==> config.mk <==
export PLATFORM = sky130hd
export DESIGN_NAME = bit_serializer
export DESIGN_NICKNAME = d
export VERILOG_FILES = /design/src/rtl/bit_serializer.sv
export SDC_FILE = /design/constraint.sdc
export NUM_CORES = 1
export LEC_CHECK = 0
export ABC_AREA = 1
export CORE_MARGIN = 2
export CORE_UTILIZATION = 25
export DETAILED_ROUTE_END_ITERATION = 10
export DONT_BUFFER_PORTS = 1
export GPL_TIMING_DRIVEN = 0
export PLACE_DENSITY_LB_ADDON = 0.1
export RECOVER_POWER = 100
export SLEW_MARGIN = 10
export SYNTH_ARGS = -nofsm -noshare
export SYNTH_HDL_FRONTEND = slang
export SYNTH_SLANG_ARGS = --single-unit
==> constraint.sdc <==
create_clock -name clk -period 1.9 [get_ports clk]
set_clock_uncertainty 0.15 [all_clocks]
set_input_delay 0.285 -clock clk [delete_from_list [all_inputs] [get_ports clk]]
set_output_delay 0.285 -clock clk [all_outputs]
set_load 0.005 [all_outputs]
==> src/rtl/bit_serializer.sv <==
// bit_serializer: FIFO-buffered parallel-to-serial converter.
// Words are queued in a small FIFO and shifted out MSB first on X. The X
// stream feeds a downstream sequence-detector FSM. Between words the block can
// insert GAP_CYCLES idle cycles.
// Optional feature: define SER_PARITY_EN to append one even-parity bit after
// each word. In that build, word_done marks the parity cycle.
module bit_serializer #(
  parameter int WIDTH      = 8,
  parameter int DEPTH      = 4,
  parameter int GAP_CYCLES = 0
) (
  input  logic                     clk,
  input  logic                     reset,
  input  logic                     clear,
  input  logic [WIDTH-1:0]         din,
  input  logic                     din_valid,
  output logic                     din_ready,
  output logic                     X,
  output logic                     x_valid,
  output logic                     word_done,
  output logic [$clog2(DEPTH):0]   fifo_count
);

  localparam int PTR_W = $clog2(DEPTH);
  localparam int CNT_W = PTR_W + 1;
  localparam int BIT_W = $clog2(WIDTH);

  localparam logic [CNT_W-1:0] FULL_COUNT = CNT_W'(DEPTH);
  localparam logic [BIT_W-1:0] LAST_BIT   = BIT_W'(WIDTH - 1);
  localparam logic [BIT_W-1:0] ONE_BIT    = BIT_W'(1);
  localparam logic [3:0]       GAP_LOAD   = (GAP_CYCLES > 0) ? 4'(GAP_CYCLES - 1) : 4'd0;
  localparam bit               HAS_GAP    = (GAP_CYCLES > 0);

`ifdef SER_PARITY_EN
  typedef enum logic [1:0] {IDLE, SHIFT, PAR, GAP} state_t;
`else
  typedef enum logic [1:0] {IDLE, SHIFT, GAP} state_t;
`endif

  // FIFO storage and bookkeeping
  logic [WIDTH-1:0] r_mem [DEPTH];
  logic [PTR_W-1:0] r_wrPtr;
  logic [PTR_W-1:0] r_rdPtr;
  logic [CNT_W-1:0] r_count;

  // Serializer state
  state_t           r_state;
  logic [WIDTH-1:0] r_shift;
  logic [BIT_W-1:0] r_bitCnt;
  logic [3:0]       r_gapCnt;
  logic             r_x;
  logic             r_xValid;
  logic             r_wordDone;
`ifdef SER_PARITY_EN
  logic             r_parity;
`endif

  logic             w_write;
  logic             w_pop;
  logic             w_decide;
  logic [WIDTH-1:0] w_head;

  // Everything downstream sees comes straight from registers.
  assign din_ready  = (r_count < FULL_COUNT);
  assign fifo_count = r_count;
  assign X          = r_x;
  assign x_valid    = r_xValid;
  assign word_done  = r_wordDone;

  assign w_head  = r_mem[r_rdPtr];
  assign w_write = din_valid && din_ready && !clear;
  assign w_pop   = w_decide && (r_count != '0) && !clear;

  // Decide whether the FSM may start a new word this cycle, given queued data.
  // Taking a word straight out of the final SHIFT cycle avoids a bubble
  // between back-to-back words.
  always_comb begin
    w_decide = 1'b0;
    case (r_state)
      IDLE:    w_decide = 1'b1;
`ifndef SER_PARITY_EN
      SHIFT:   w_decide = (r_bitCnt == '0) && !HAS_GAP;
`else
      PAR:     w_decide = !HAS_GAP;
`endif
      GAP:     w_decide = (r_gapCnt == 4'd0);
      default: w_decide = 1'b0;
    endcase
  end

  // FIFO data array; reset is not needed because count gates every read.
  always_ff @(posedge clk) begin
    if (w_write) begin
      r_mem[r_wrPtr] <= din;
    end
  end

  // FIFO pointers and occupancy. A write and a pop in the same cycle cancel out.
  always_ff @(posedge clk or negedge reset) begin
    if (!reset) begin
      r_wrPtr <= '0;
      r_rdPtr <= '0;
      r_count <= '0;
    end else if (clear) begin
      r_wrPtr <= '0;
      r_rdPtr <= '0;
      r_count <= '0;
    end else begin
      if (w_write) begin
        r_wrPtr <= r_wrPtr + 1'b1;
      end
      if (w_pop) begin
        r_rdPtr <= r_rdPtr + 1'b1;
      end
      case ({w_write, w_pop})
        2'b10:   r_count <= r_count + 1'b1;
        2'b01:   r_count <= r_count - 1'b1;
        default: r_count <= r_count;
      endcase
    end
  end

  // Serializer FSM. The outputs are registered, so popping a word presents its
  // MSB on the same edge. r_shift then holds the remaining bits, and r_bitCnt
  // counts the bits still to come after the one on X.
  always_ff @(posedge clk or negedge reset) begin
    if (!reset) begin
      r_state    <= IDLE;
      r_shift    <= '0;
      r_bitCnt   <= '0;
      r_gapCnt   <= '0;
      r_x        <= 1'b0;
      r_xValid   <= 1'b0;
      r_wordDone <= 1'b0;
`ifdef SER_PARITY_EN
      r_parity   <= 1'b0;
`endif
    end else if (clear) begin
      r_state    <= IDLE;
      r_shift    <= '0;
      r_bitCnt   <= '0;
      r_gapCnt   <= '0;
      r_x        <= 1'b0;
      r_xValid   <= 1'b0;
      r_wordDone <= 1'b0;
`ifdef SER_PARITY_EN
      r_parity   <= 1'b0;
`endif
    end else if (w_pop) begin
      r_state    <= SHIFT;
      r_x        <= w_head[WIDTH-1];
      r_xValid   <= 1'b1;
      r_wordDone <= 1'b0;
      r_shift    <= w_head << 1;
      r_bitCnt   <= LAST_BIT;
`ifdef SER_PARITY_EN
      r_parity   <= ^w_head;
`endif
    end else begin
      case (r_state)
        IDLE: begin
          r_x        <= 1'b0;
          r_xValid   <= 1'b0;
          r_wordDone <= 1'b0;
        end
        SHIFT: begin
          if (r_bitCnt != '0) begin
            r_x        <= r_shift[WIDTH-1];
            r_xValid   <= 1'b1;
            r_shift    <= r_shift << 1;
            r_bitCnt   <= r_bitCnt - 1'b1;
`ifdef SER_PARITY_EN
            r_wordDone <= 1'b0;
`else
            r_wordDone <= (r_bitCnt == ONE_BIT);
`endif
          end else begin
`ifdef SER_PARITY_EN
            r_state    <= PAR;
            r_x        <= r_parity;
            r_xValid   <= 1'b1;
            r_wordDone <= 1'b1;
`else
            r_state    <= HAS_GAP ? GAP : IDLE;
            r_gapCnt   <= GAP_LOAD;
            r_x        <= 1'b0;
            r_xValid   <= 1'b0;
            r_wordDone <= 1'b0;
`endif
          end
        end
`ifdef SER_PARITY_EN
        PAR: begin
          r_state    <= HAS_GAP ? GAP : IDLE;
          r_gapCnt   <= GAP_LOAD;
          r_x        <= 1'b0;
          r_xValid   <= 1'b0;
          r_wordDone <= 1'b0;
        end
`endif
        GAP: begin
          if (r_gapCnt != 4'd0) begin
            r_gapCnt <= r_gapCnt - 1'b1;
          end else begin
            r_state <= IDLE;
          end
          r_x        <= 1'b0;
          r_xValid   <= 1'b0;
          r_wordDone <= 1'b0;
        end
        default: begin
          r_state    <= IDLE;
          r_x        <= 1'b0;
          r_xValid   <= 1'b0;
          r_wordDone <= 1'b0;
        end
      endcase
    end
  end

endmodule

==> run metrics, run 1 <==
worst-path fanout max=2; Pre-antenna DRT Iters=4; Final min period=1900 ps; Power Dens Cells=1250 nW/um^2; Adder-Cell Fraction of Synth Area=4.37%; Syn Std Cell Area=2460 um^2; fraction of registers with async set/reset=39.6%; Die ar.=10700 um^2; grt ovf=0; commonest cells after routing, fill and taps aside=nand2_1 (46), edfxtp_1 (32), nor2_1 (22); first-pass GRT wire length=8310 um; clock buffer depth=2; IO Port Bufs=0; cell-by-cell trace of the critical path=inv_1 -> ha_2 -> ha_4 -> nor2_4 -> a21oi_2 -> nand2_2 -> inv_2 -> fa_2 -> inv_2 -> nand3_2 -> nand3_2 -> nand2_1; Clk Latency, worst-skew pair=310 ps; Boundary Pins=19; FF/Latch Area=1490 um^2; Lkg Pwr=0.00122 uW; synthesized flop and latch total=53; final worst path period share=99.8%; CTS tree=yes; most common cell after layout, fill and taps aside=nand2_1; Syn Area/Cell=10.7 um^2; Final Cell Area=3040 um^2; Starting DRT DRC Count=61; kind of critical path=reg2reg; YS warnings=0; Reg-to-Reg Start=r_bitCnt[0]; GR Util All Layers=10.6%; XOR/XNOR Fraction of Synth Area=0%; vias per inst=4.11; Critical Path End Type=flip-flop; Synth Area in Compound Gates=8.94%; setup total negative slack=0 ps; CP max stage cell=dfrtp_1; CP startpoint=r_bitCnt[0]; Initial Utilization=25.4%; vias in the first global route=1604; worst hold slack=20.9 ps; multiplexer share of the synthesized area=0%; # fillers=1011; Distinct cells, synth=30; Post-Synth Simple-Gate Area=19.1%; Worst Path Buf+Inv=3; register area share after synthesis=60.4%; # H-tree levels=2; cell area after placement=2650 um^2; row count=36; post-route ant nets=0; clk sinks=53; final slew viol count=0; core area=9680 um^2; Post-synth EDFFs=32; routed wire length=5120 um; Worst Tran Pin Value=993 ps; Die Height=103 um; die span in x=103 um; largest family of logic cells by synthesized area=simple AND/OR/NAND/NOR gates; DR DRC count=0; unrepaired setup endpoints after global routing=true; Min-Delay Path Class=in2reg; routed len/inst=13.1 um; footprint of the multi-input gates=878 um^2; vias after detailed routing=1613; Worst Hold Launch=clear; delay-heaviest family, CP=adder cells; Crit path largest cell delay=370 ps; largest net degree at the start of global routing=22; CTS Buf Count=5; Worst IR Drop VDD=0.420 mV; share of cells above drive strength 1=25.1%; antenna violations before repair=0; CTS root buf=clkbuf_8; Mapped Nets=250; fin nets=278; Final Setup Violations=0; clk slew on worst S/H paths=110 ps; detailed-placement wirelength estimate=3530 um; max-cap violations=0; outcome=completed; Max Clk Rate=527 MHz; utilization after layout=31.3%; Final Hold Viols=0; startpoint types=flip-flop; area growth from synthesis to layout=23.3%; Overall Power=3780 uW; critical path arrival=1960 ps; Main synth FF type=edfxtp_1; GP Congestion=0.704; antenna cell count=0; Post-Synthesis Cells=230; Relative slew margins=33.6%; WP data required=1960 ps
state kept, by name, indices dropped and copies added (netlist names):
| name | cells |
|---|---|
| r_bitCnt | 3 |
| x_valid | 1 |
| fifo_count | 3 |
| r_rdPtr | 2 |
| r_shift | 7 |
| word_done | 1 |
| r_mem | 32 |
| r_state | 1 |
| r_wrPtr | 2 |
| X | 1 |
area by class of cell:
| cell class | count | share of cell area [%] |
|---|---|---|
| clock inverters | 3 | 0.660 |
| well taps | 133 | 5.48 |
| inverters | 31 | 4.41 |
| plain buffers | 4 | 1.61 |
| repair buffers | 21 | 7.67 |
| multi-input cells | 142 | 28.9 |
| flip-flops and latches | 53 | 49.0 |
| clock buffers | 5 | 2.27 |
routing by layer:
metal	GRT usage (%)	wire, um	vias up	share of wire, %
li1	-	-	812	-
met1	14.1	2450	778	48
met2	17.5	2500	19	49
met3	2.08	98	4	1.9
met4	3.34	70	0	1.4
met5	0	0	-	0
synthesized netlist by cell type, types with 2 or more instances:
cell      instances  share of area (%)
nor2_1           26                4.0
ha_1              7                3.6
inv_2             6               0.91
o211ai_1          3               0.91
nand2_2           3               0.76
inv_1            22                3.4
nand3_1           7                1.4
o21ai_1           3               0.61
o21ai_2           4                1.4
a21oi_1           6                1.2
inv_6             2               0.71
nand2_4           3                1.4
dfrtp_1          21                 21
o21ai_0          14                2.8
a21oi_2           3                1.1
nand2_1          47                7.2
o22ai_1           2               0.51
buf_6             3                1.4
nor2_2            2               0.51
or2_1             4                1.0
edfxtp_1         32                 39
nor2_4            2               0.91
power breakdown:
part | switching (uW) | total [uW] | internal, uW
Clock | 390 | 651 | 261
Combinational | 941 | 1570 | 628
Sequential | 145 | 1560 | 1420
Total | 1480 | 3780 | 2310
path summary, 6_finish.rpt:
path,slack (ps),to,cells past startpoint
min in group asynchronous,430,r_state[0],1
hold reg to reg,350,r_shift[5],2
setup / recovery,3,fifo_count[2],12
setup reg to reg,3,fifo_count[2],12
max in group asynchronous,560,r_rdPtr[0],1
hold / removal,20,r_wrPtr[1],3
kinds of logic (layout without fill, tap and decap cells):
family	count (synthesis)	after routing
DFF	53	53
and+or+nand+nor	98	98
buffers and inverters	35	64
AOI/OAI and AO/OA	36	36
adders and majority gates	8	8
through the flow:
stage                     std cells  setup slack (ps)
after CTS                       387             -8.15
after detailed placement        363              -479
after floorplan                 230             -70.7
after global routing            392              -105
final                           392              2.90
after global placement          363              -475
worst register-to-register path, stage by stage (launching register included):
cell	delay, ps
dfrtp_1	370
inv_1	50
ha_2	190
ha_4	170
nor2_4	100
a21oi_2	50
nand2_2	80
inv_2	40
fa_2	350
inv_2	70
nand3_2	70
nand3_2	70
nand2_1	40
timing repair:
item	in CTS	in global routing
hold endpoints to repair	55	0
buffers inserted	6	5
gates resized for setup	11	9
pin swaps	7	4
setup endpoints to repair	34	35
hold buffers	10	0
No activity file was read; power rests on OpenSTA's default activity.
==> run 2: changes to the inputs <==
--- a/config.mk
+++ b/config.mk
@@ -8,6 +8,7 @@
 export ABC_AREA = 1
 export CORE_MARGIN = 2
 export CORE_UTILIZATION = 25
+export CTS_BUF_LIST = sky130_fd_sc_hd__clkbuf_4 sky130_fd_sc_hd__clkbuf_8
 export DETAILED_ROUTE_END_ITERATION = 10
 export DONT_BUFFER_PORTS = 1
 export GPL_TIMING_DRIVEN = 0
==> results of run 2 <==
No change in the layout: final DEF, timing and power equal those of run 1.
==> run 3: changes to the inputs <==
--- a/config.mk
+++ b/config.mk
@@ -7,7 +7,7 @@
 export LEC_CHECK = 0
 export ABC_AREA = 1
 export CORE_MARGIN = 2
-export CORE_UTILIZATION = 25
+export CORE_UTILIZATION = 59
 export CTS_BUF_LIST = sky130_fd_sc_hd__clkbuf_4 sky130_fd_sc_hd__clkbuf_8
 export DETAILED_ROUTE_END_ITERATION = 10
 export DONT_BUFFER_PORTS = 1
==> run metrics, run 3 (same netlist as run 1, synthesis figures left out) <==
outcome=finished, violations left; failing checks=hold timing, setup timing; cell-by-cell trace of the critical path=nor3_1 -> inv_1 -> nor2_2; kind of critical path=reg2reg; Min-Delay Path Class=in2reg; fin nets=271; DR DRC count=0; Worst Path Buf+Inv=1; clk slew on worst S/H paths=100 ps; # fillers=288; startpoint types=flip-flop; NetSw=1450 uW; grt ovf=0; Final Setup Violations=32; setup total negative slack=-1440 ps; # H-tree levels=2; Pre-antenna DRT Iters=4; Max Clk Rate=510 MHz; Worst IR Drop VDD=0.760 mV; post-route ant nets=0; Largest Register=r_mem; Overall Power=3870 uW; final slew viol count=0; Gate power share=39.6%; delay-heaviest family, CP=simple AND/OR/NAND/NOR gates; Crit path largest cell delay=460 ps; antenna cell count=0; CTS root buf=clkbuf_8; unrepaired setup endpoints after global routing=true; core area=4000 um^2; commonest cells after routing, fill and taps aside=nand2_1 (45), edfxtp_1 (32), dfrtp_1 (21), nor2_1 (21), inv_1 (18); reg-to-reg endpoint=r_mem[2][2]; register-to-register setup slack=-60 ps; Critical Path Stages=3; vias in the first global route=1697; Initial Utilization=61.6%; Cells after DPL=280; Largest register FFs=32; vias per inst=5.44; Power Dens Cells=1370 nW/um^2; Final Hold Viols=1; clk sinks=53; critical path arrival=1760 ps; Place WS=-237 ps; sequential power share=40.4%; area growth from synthesis to layout=14.8%; setup ws final=-59.2 ps; detailed-placement wirelength estimate=3020 um; largest net degree at the start of global routing=22; worst hold slack=-10.6 ps; GP Congestion=0.718; Relative slew margins=38.1%; CP startpoint=fifo_count[2]; CP max stage cell=dfrtp_1; first-pass GRT wire length=7550 um; final worst path period share=103%; clock buffer depth=2; WP data required=1700 ps; die span in x=68.6 um; Die ar.=4710 um^2; crit path to=r_mem[2][2]; non-filler instance count after layout=302; power share of the clock group=20.0%; Clk Latency, worst-skew pair=300 ps; Sw Ratio=37.5%; Boundary Pins=19; most common cell after layout, fill and taps aside=nand2_1; Regs by FF count=r_mem (32), r_shift (7); Starting DRT DRC Count=95; share of cells above drive strength 1=23.4%; worst-path fanout max=8; routed len/inst=15.1 um; IO Port Bufs=0; row count=23; Critical Path End Type=flip-flop; Lkg Pwr=0.00118 uW; CTS Buf Count=5; Reg-to-Reg Start=fifo_count[2]; Int Power=2420 uW; routed wire length=4550 um; antenna violations before repair=0; max-cap violations=0; Die Height=68.6 um; Final min period=1960 ps; vias after detailed routing=1644; Worst Tran Pin Value=925 ps; CTS tree=yes; GR Util All Layers=22.7%; reg2reg path depth=3
run 3: cell types whose count changed in the layout (fill, tap and decap cells not counted), sizes merged:
cell,previous run,this run
buf,15,8
clkinvlp,1,0
inv,32,33
bufinv,0,1
clkinv,1,0
run 3: per-stage QoR:
stage	util [%]	instance area, um^2
finish	70.7	2830
global route	70.7	2830
CTS	70.0	2800
detailed placement	63.6	2540
global placement	63.6	2540
floorplan	-	2480
run 3: final cells by class:
class	instances	area [um^2]	share of cell area [%]
sequential	53	1490	52.6
multi-input combinational	142	855	30.2
timing repair buffer	14	130	4.60
inverter	31	129	4.56
clock buffer	5	68.8	2.43
tap	50	62.6	2.21
buffer	4	48.8	1.73
clock inverter	3	47.5	1.68
run 3: power groups by stage:
stage               Clock, uW  Sequential, uW  Combinational, uW
finish                    775            1570               1530
global route              830            1590               1730
CTS                       780            1560               1490
detailed placement          0            1590               1340
global placement            0            1580               1270
floorplan                   0            1550               1090
run 3: tightest hold or removal path: cells and delay by family:
family | cells | cell delay [ps]
and+or+nand+nor | 3 | 130
run 3: worst min-delay path by stage:
stage                      from       endpoint  slack [ps]  depth (start not counted)
after detailed placement  reset     r_shift[3]        -160                          0
after global routing      clear  fifo_count[2]           6                          3
after CTS                 clear  fifo_count[2]         -30                          3
after global placement    reset     r_shift[3]        -160                          0
after floorplan           reset              X        -160                          0
final                     clear  fifo_count[2]         -10                          3
run 3: layer usage:
metal	global-route usage [%]	vias up	wire, um
li1	-	798	-
met1	27.6	792	1920
met2	38.9	43	2380
met3	5.36	11	155
met4	8.75	0	87
met5	0	-	0
run 3: what timing repair did:
action / CTS / global route
resized for setup: 8 / 7
endpoints found under the setup margin: 34 / 38
hold endpoints to repair: 55 / 2
buffers inserted: 4 / 0
hold buffers: 9 / 1
pin swaps: 4 / 3
